File: src/rtl/ps2_keyboard_rx.sv
// PS/2 keyboard receiver. It synchronizes ps2_clk and detects its falling
// edges, assembles 11-bit frames and checks their start, parity and stop bits.
// Good scan codes are buffered in a small FIFO with a combinational head read.
module ps2_keyboard_rx #(
  parameter int FIFO_DEPTH     = 8,
  parameter int SYNC_STAGES    = 3,
  parameter int TIMEOUT_CYCLES = 4095
) (
  input  logic       clk,
  input  logic       rst,
  input  logic       ps2_clk,
  input  logic       ps2_data,
  input  logic       rd_en,
  input  logic       clr_err,
  output logic [7:0] data,
  output logic       ready,
  output logic       overflow,
  output logic       frame_err
);

  localparam int AW = $clog2(FIFO_DEPTH);
  localparam int IW = $clog2(TIMEOUT_CYCLES + 1);
  localparam logic [IW-1:0] IDLE_LIMIT = IW'(TIMEOUT_CYCLES);

  localparam logic [0:0] S_IDLE = 1'b0;
  localparam logic [0:0] S_RECV = 1'b1;

  // ---------------------------------------------------------------------------
  // ps2_clk synchronizer and falling-edge detector
  // ---------------------------------------------------------------------------
  logic [SYNC_STAGES-1:0] r_sync;
  logic                   w_fall;

  // First synchronizer stage captures the raw pin
  always_ff @(posedge clk) begin
    if (rst) r_sync[0] <= 1'b0;
    else     r_sync[0] <= ps2_clk;
  end

  genvar gi;
  generate
    for (gi = 1; gi < SYNC_STAGES; gi++) begin : g_sync
      // Remaining synchronizer stages shift the sample along
      always_ff @(posedge clk) begin
        if (rst) r_sync[gi] <= 1'b0;
        else     r_sync[gi] <= r_sync[gi-1];
      end
    end
  endgenerate

  // The oldest stage still high while the next one is already low marks a
  // single-cycle falling edge.
  assign w_fall = r_sync[SYNC_STAGES-1] & ~r_sync[SYNC_STAGES-2];

  // ---------------------------------------------------------------------------
  // Frame receiver
  // ---------------------------------------------------------------------------
  logic [0:0]    r_state;
  logic [3:0]    r_bit_cnt;
  logic [9:0]    r_frame;
  logic [IW-1:0] r_idle_cnt;

  logic       w_frame_done;
  logic       w_frame_ok;
  logic [7:0] w_rx_byte;

  // The 11th falling edge carries the stop bit. It is taken straight from the
  // pin and is never stored in r_frame.
  assign w_frame_done = w_fall && (r_state == S_RECV) && (r_bit_cnt == 4'd10);
  assign w_rx_byte    = r_frame[8:1];
  assign w_frame_ok   = ~r_frame[0] & (^r_frame[9:1]) & ps2_data;

  // Bit counter, shift register and inter-bit timeout
  always_ff @(posedge clk) begin
    if (rst) begin
      r_state    <= S_IDLE;
      r_bit_cnt  <= 4'd0;
      r_frame    <= 10'd0;
      r_idle_cnt <= '0;
    end else begin
      case (r_state)
        S_IDLE: begin
          r_idle_cnt <= '0;
          if (w_fall) begin
            r_frame   <= {ps2_data, r_frame[9:1]};
            r_bit_cnt <= 4'd1;
            r_state   <= S_RECV;
          end
        end
        S_RECV: begin
          if (w_fall) begin
            r_idle_cnt <= '0;
            if (r_bit_cnt == 4'd10) begin
              r_bit_cnt <= 4'd0;
              r_state   <= S_IDLE;
            end else begin
              r_frame   <= {ps2_data, r_frame[9:1]};
              r_bit_cnt <= r_bit_cnt + 4'd1;
            end
          end else if (r_idle_cnt == IDLE_LIMIT) begin
            // The keyboard went quiet mid-frame, so drop the partial frame silently.
            r_idle_cnt <= '0;
            r_bit_cnt  <= 4'd0;
            r_state    <= S_IDLE;
          end else begin
            r_idle_cnt <= r_idle_cnt + IW'(1);
          end
        end
        default: begin
          r_state   <= S_IDLE;
          r_bit_cnt <= 4'd0;
        end
      endcase
    end
  end

  // ---------------------------------------------------------------------------
  // Scan-code FIFO
  // ---------------------------------------------------------------------------
  logic [7:0] r_mem [FIFO_DEPTH];
  logic [AW:0] r_wptr;
  logic [AW:0] r_rptr;

  logic w_empty;
  logic w_full;
  logic w_pop;
  logic w_push;
  logic w_drop;
  logic w_bad;

  assign w_empty = (r_wptr == r_rptr);
  assign w_full  = (r_wptr[AW-1:0] == r_rptr[AW-1:0]) && (r_wptr[AW] != r_rptr[AW]);
  assign w_pop   = rd_en & ~w_empty;
  // A pop in the same cycle frees a slot, so a full FIFO still accepts the push.
  assign w_push  = w_frame_done & w_frame_ok & (~w_full | w_pop);
  assign w_drop  = w_frame_done & w_frame_ok & w_full & ~w_pop;
  assign w_bad   = w_frame_done & ~w_frame_ok;

  // Storage array. It is not reset because the head is masked while empty.
  always_ff @(posedge clk) begin
    if (!rst && w_push) r_mem[r_wptr[AW-1:0]] <= w_rx_byte;
  end

  // Read and write pointers with the extra wrap bit
  always_ff @(posedge clk) begin
    if (rst) begin
      r_wptr <= '0;
      r_rptr <= '0;
    end else begin
      if (w_push) r_wptr <= r_wptr + 1'b1;
      if (w_pop)  r_rptr <= r_rptr + 1'b1;
    end
  end

  // Sticky error flags. A new event in the same cycle as a clear wins over it.
  always_ff @(posedge clk) begin
    if (rst) begin
      overflow  <= 1'b0;
      frame_err <= 1'b0;
    end else begin
      if (clr_err) begin
        overflow  <= 1'b0;
        frame_err <= 1'b0;
      end
      if (w_drop) overflow  <= 1'b1;
      if (w_bad)  frame_err <= 1'b1;
    end
  end

  assign ready = ~w_empty;
  assign data  = w_empty ? 8'h00 : r_mem[r_rptr[AW-1:0]];

endmodule

File: config.mk
export PLATFORM = sky130hd
export DESIGN_NAME = ps2_keyboard_rx
export DESIGN_NICKNAME = d
export VERILOG_FILES = /design/src/rtl/ps2_keyboard_rx.sv
export SDC_FILE = /design/constraint.sdc
export NUM_CORES = 1
export LEC_CHECK = 0
export CORE_MARGIN = 2
export CORE_UTILIZATION = 54
export DETAILED_ROUTE_END_ITERATION = 8
export PLACE_DENSITY_LB_ADDON = 0.05
export SYNTH_ARGS = -nofsm -noshare
export SYNTH_HDL_FRONTEND = slang
export SYNTH_SLANG_ARGS = --single-unit
export TNS_END_PERCENT = 10
File: constraint.sdc
create_clock -name clk -period 2.9 [get_ports clk]
set_input_delay 0.29 -clock clk [delete_from_list [all_inputs] [get_ports clk]]
set_output_delay 0.29 -clock clk [all_outputs]
set_load 0.005 [all_outputs]
==> results.py <==
metrics = {
    "clock_tree": {
        "cts_hold_buf": 0,
        "clkLatencyLatePin_ns": 0.37,
        "cts.clk_slew.worst_paths_ns": 0.10,
        "htree_levels": 3,
        "root_buffer": "clkbuf_8",
        "cts_inserted_buffers": 9,
        "post_cts.repair.setup_buffers": 0,
        "cts.path.max_buffers": 2,
        "clkSinkCount": 107,
        "ctsResizeCount": 0,
        "cts_tree": "yes",
    },
    "place": {
        "io_buffers": 16,
        "hpwlAfterDp_mm": 5.22,
        "postPlaceCellArea_um2": 4760,
        "dpl_worst_slack_ns": 0.610,
        "gp_congestion": 0.751,
    },
    "setup_path": {
        "max_stage_delay_ns": 0.60,
        "crit_slowest_cell": "mux4_2",
        "crit_type": "reg2out",
        "start_kind": "register",
        "required_ns": 2.61,
        "end_kind": "primary output",
        "crit_arrival_ns": 2.23,
        "path_cells": "buf_4 > mux4_2 > mux2i_1 > nor2_1 > clkdlybuf4s50_1",
        "cp_max_fo": 16,
    },
    "routing": {
        "wl_per_cell_um": 16.8,
        "antenna_left": 0,
        "routed_wirelength_mm": 7.55,
        "first_iter_violations": 108,
        "dr.pass1.iters": 4,
        "vias": 2432,
        "drcViolationCount": 0,
        "vias_per_cell": 5.42,
    },
    "final_layout": {
        "area_growth_pct": 12.9,
        "fill_cells": 641,
        "drive_gt1_frac": 0.176,
        "layout.nets": 353,
        "diodes": 0,
        "design_area_um2": 4940,
    },
    "status": {
        "status": "completed",
    },
    "timing": {
        "fmax_ghz": 0.397,
        "fin_tns_setup_ns": 0,
        "worstMarginPinSlew_ns": 0.583,
        "drv_slew": 0,
        "rsz0062_at_grt": "false",
        "hold_viol": 0,
        "min_period_over_period": 0.870,
        "relSlewSlack": 0.610,
        "setup-violations-final": 0,
        "fin_skew_ns": 0.0102,
        "period_minus_slack_ns": 2.52,
        "setup_ws_ns": 0.378,
    },
    "floorplanning": {
        "initial_core_util": 0.560,
        "dieArea_um2": 8840,
        "die_y_um": 94,
        "io_pins": 17,
        "rows": 32,
        "core_um2": 7810,
        "die_w_um": 94,
    },
    "synthesis": {
        "synth_fp_nets": 320,
        "syn_inst": 309,
        "seq_area_frac_synth": 0.636,
        "synth_compound_gate_area_share": 0.0189,
        "synthAdderAreaFrac": 0.0143,
        "synth_xor_area_frac": 0.0503,
        "netlist_area_um2": 4370,
        "synth-simple-area-share": 0.125,
        "synth_top_family_by_area": "multiplexers",
        "synth-main-ff-cell": "edfxtp_1",
        "synth-edff-count": 64,
        "yosys_warnings": 0,
        "syn_area_per_cell_um2": 14.2,
        "async_reset_ff_frac": 0,
        "yosysUniqueCellTypes": 38,
        "synth.area.mux_share": 0.139,
        "synth-seq-cells": 107,
    },
    "power_and_ir_drop": {
        "max-vdd-ir-drop_uv": 305,
        "leakagePower_nw": 1.73,
        "power.density_nw_per_um2": 499,
    },
    "global_route": {
        "grt_pass1_vias": 2374,
        "antenna_found_initial": 0,
        "grt_util_all_layers": 0.192,
        "grt_max_degree": 28,
        "grt_pass1_wl_mm": 12.4,
        "grt_overflow": 0,
    },
    "worst_hold_path": {
        "hold_path.class": "reg2reg",
    },
    "flow_run": {
        "max-cap-violations": 0,
    },
}
kinds of logic (layout without fill, tap and decap cells):
logic type,count (synthesis),in the layout
AOI/OAI and AO/OA,13,13
xor gates and xnor gates,22,22
adders and majority gates,5,5
buffers and inverters,18,56
DFF,107,107
muxes,39,39
and+or+nand+nor,105,105
worst paths after layout:
kind	from	endpoint	slack [ns]	cells after the start
max	register	data[1]	0.38	5
max reg2reg	r_frame[3]	r_mem[0][3]	0.68	6
min reg2reg	r_sync[0]	r_sync[1]	0.45	1
min	r_sync[0]	r_sync[1]	0.45	1
placed cells by master (no fill, tap or decap), types with 12 or more instances in the layout:
cell	netlist	layout
mux2i_1	20	20
nor2_1	43	43
nand3_1	12	12
dfxtp_1	43	43
buf_4	0	20
clkdlybuf4s50_1	0	16
mux4_2	16	16
xnor2_1	12	12
edfxtp_1	64	64
power breakdown:
group	internal [mW]	switching (mW)
Combinational	0.0147	0.0178
Sequential	1.59	0.00250
Clock	0.330	0.508
flip-flops by register name, indices dropped and copies added, names as in the netlist, named ones only:
signal	cells
r_mem	64
r_idle_cnt	12
r_frame	10
r_bit_cnt	4
r_rptr	4
r_wptr	4
r_sync	3
frame_err	1
overflow	1
r_state	1
synthesized netlist by cell type, types with 2 or more instances:
cell type | count | area share
nand3_1 | 12 | 0.014
a21oi_1 | 4 | 0.0046
nor3_1 | 7 | 0.0080
nor4_1 | 2 | 0.0029
nand2_1 | 7 | 0.0060
or3b_2 | 2 | 0.0040
buf_1 | 3 | 0.0026
xnor3_1 | 2 | 0.010
nand2b_1 | 6 | 0.0086
o21ai_0 | 4 | 0.0046
buf_2 | 3 | 0.0034
or3_1 | 2 | 0.0029
nor2_1 | 43 | 0.037
mux4_2 | 16 | 0.082
xor2_1 | 8 | 0.016
ha_1 | 5 | 0.014
edfxtp_1 | 64 | 0.44
inv_1 | 4 | 0.0034
clkbuf_1 | 8 | 0.0069
and3_1 | 6 | 0.0086
dfxtp_1 | 43 | 0.20
nand4_1 | 3 | 0.0043
nor4b_2 | 2 | 0.0069
mux2i_1 | 20 | 0.046
nor2b_1 | 9 | 0.013
xnor2_1 | 12 | 0.024
stage by stage:
step | power (mW) | cells | utilization | hold slack (ns)
floorplan | 1.65 | 309 | - | 0.389
global placement | 1.66 | 433 | 0.609 | 0.435
detailed placement | 1.66 | 433 | 0.609 | 0.436
CTS | 2.49 | 449 | 0.633 | 0.457
global route | 2.55 | 449 | 0.633 | 0.464
finish | 2.47 | 449 | 0.633 | 0.450
worst max-delay path, delay by kind of cell (launching register included):
family                 cells  cell delay, ns
and+or+nand+nor            1            0.05
muxes                      2            0.75
DFF                        1            0.33
buffers and inverters      2            0.73
layout make-up:
type	count	area (um^2)	area share
clock inverter	6	55.1	0.0111
inverter	4	15.0	0.00304
timing repair buffer	36	310	0.0628
sequential	107	2780	0.563
tap	102	128	0.0258
multi-input combinational	184	1520	0.308
clock buffer	10	128	0.0258
per-layer routing:
layer	routed length, um	track usage	up-vias
li1	-	-	1195
met1	3520	0.261	1198
met2	3730	0.314	32
met3	216	0.0337	7
met4	82	0.0652	0
met5	0	0	-
Power figures use the tool's default switching activity.
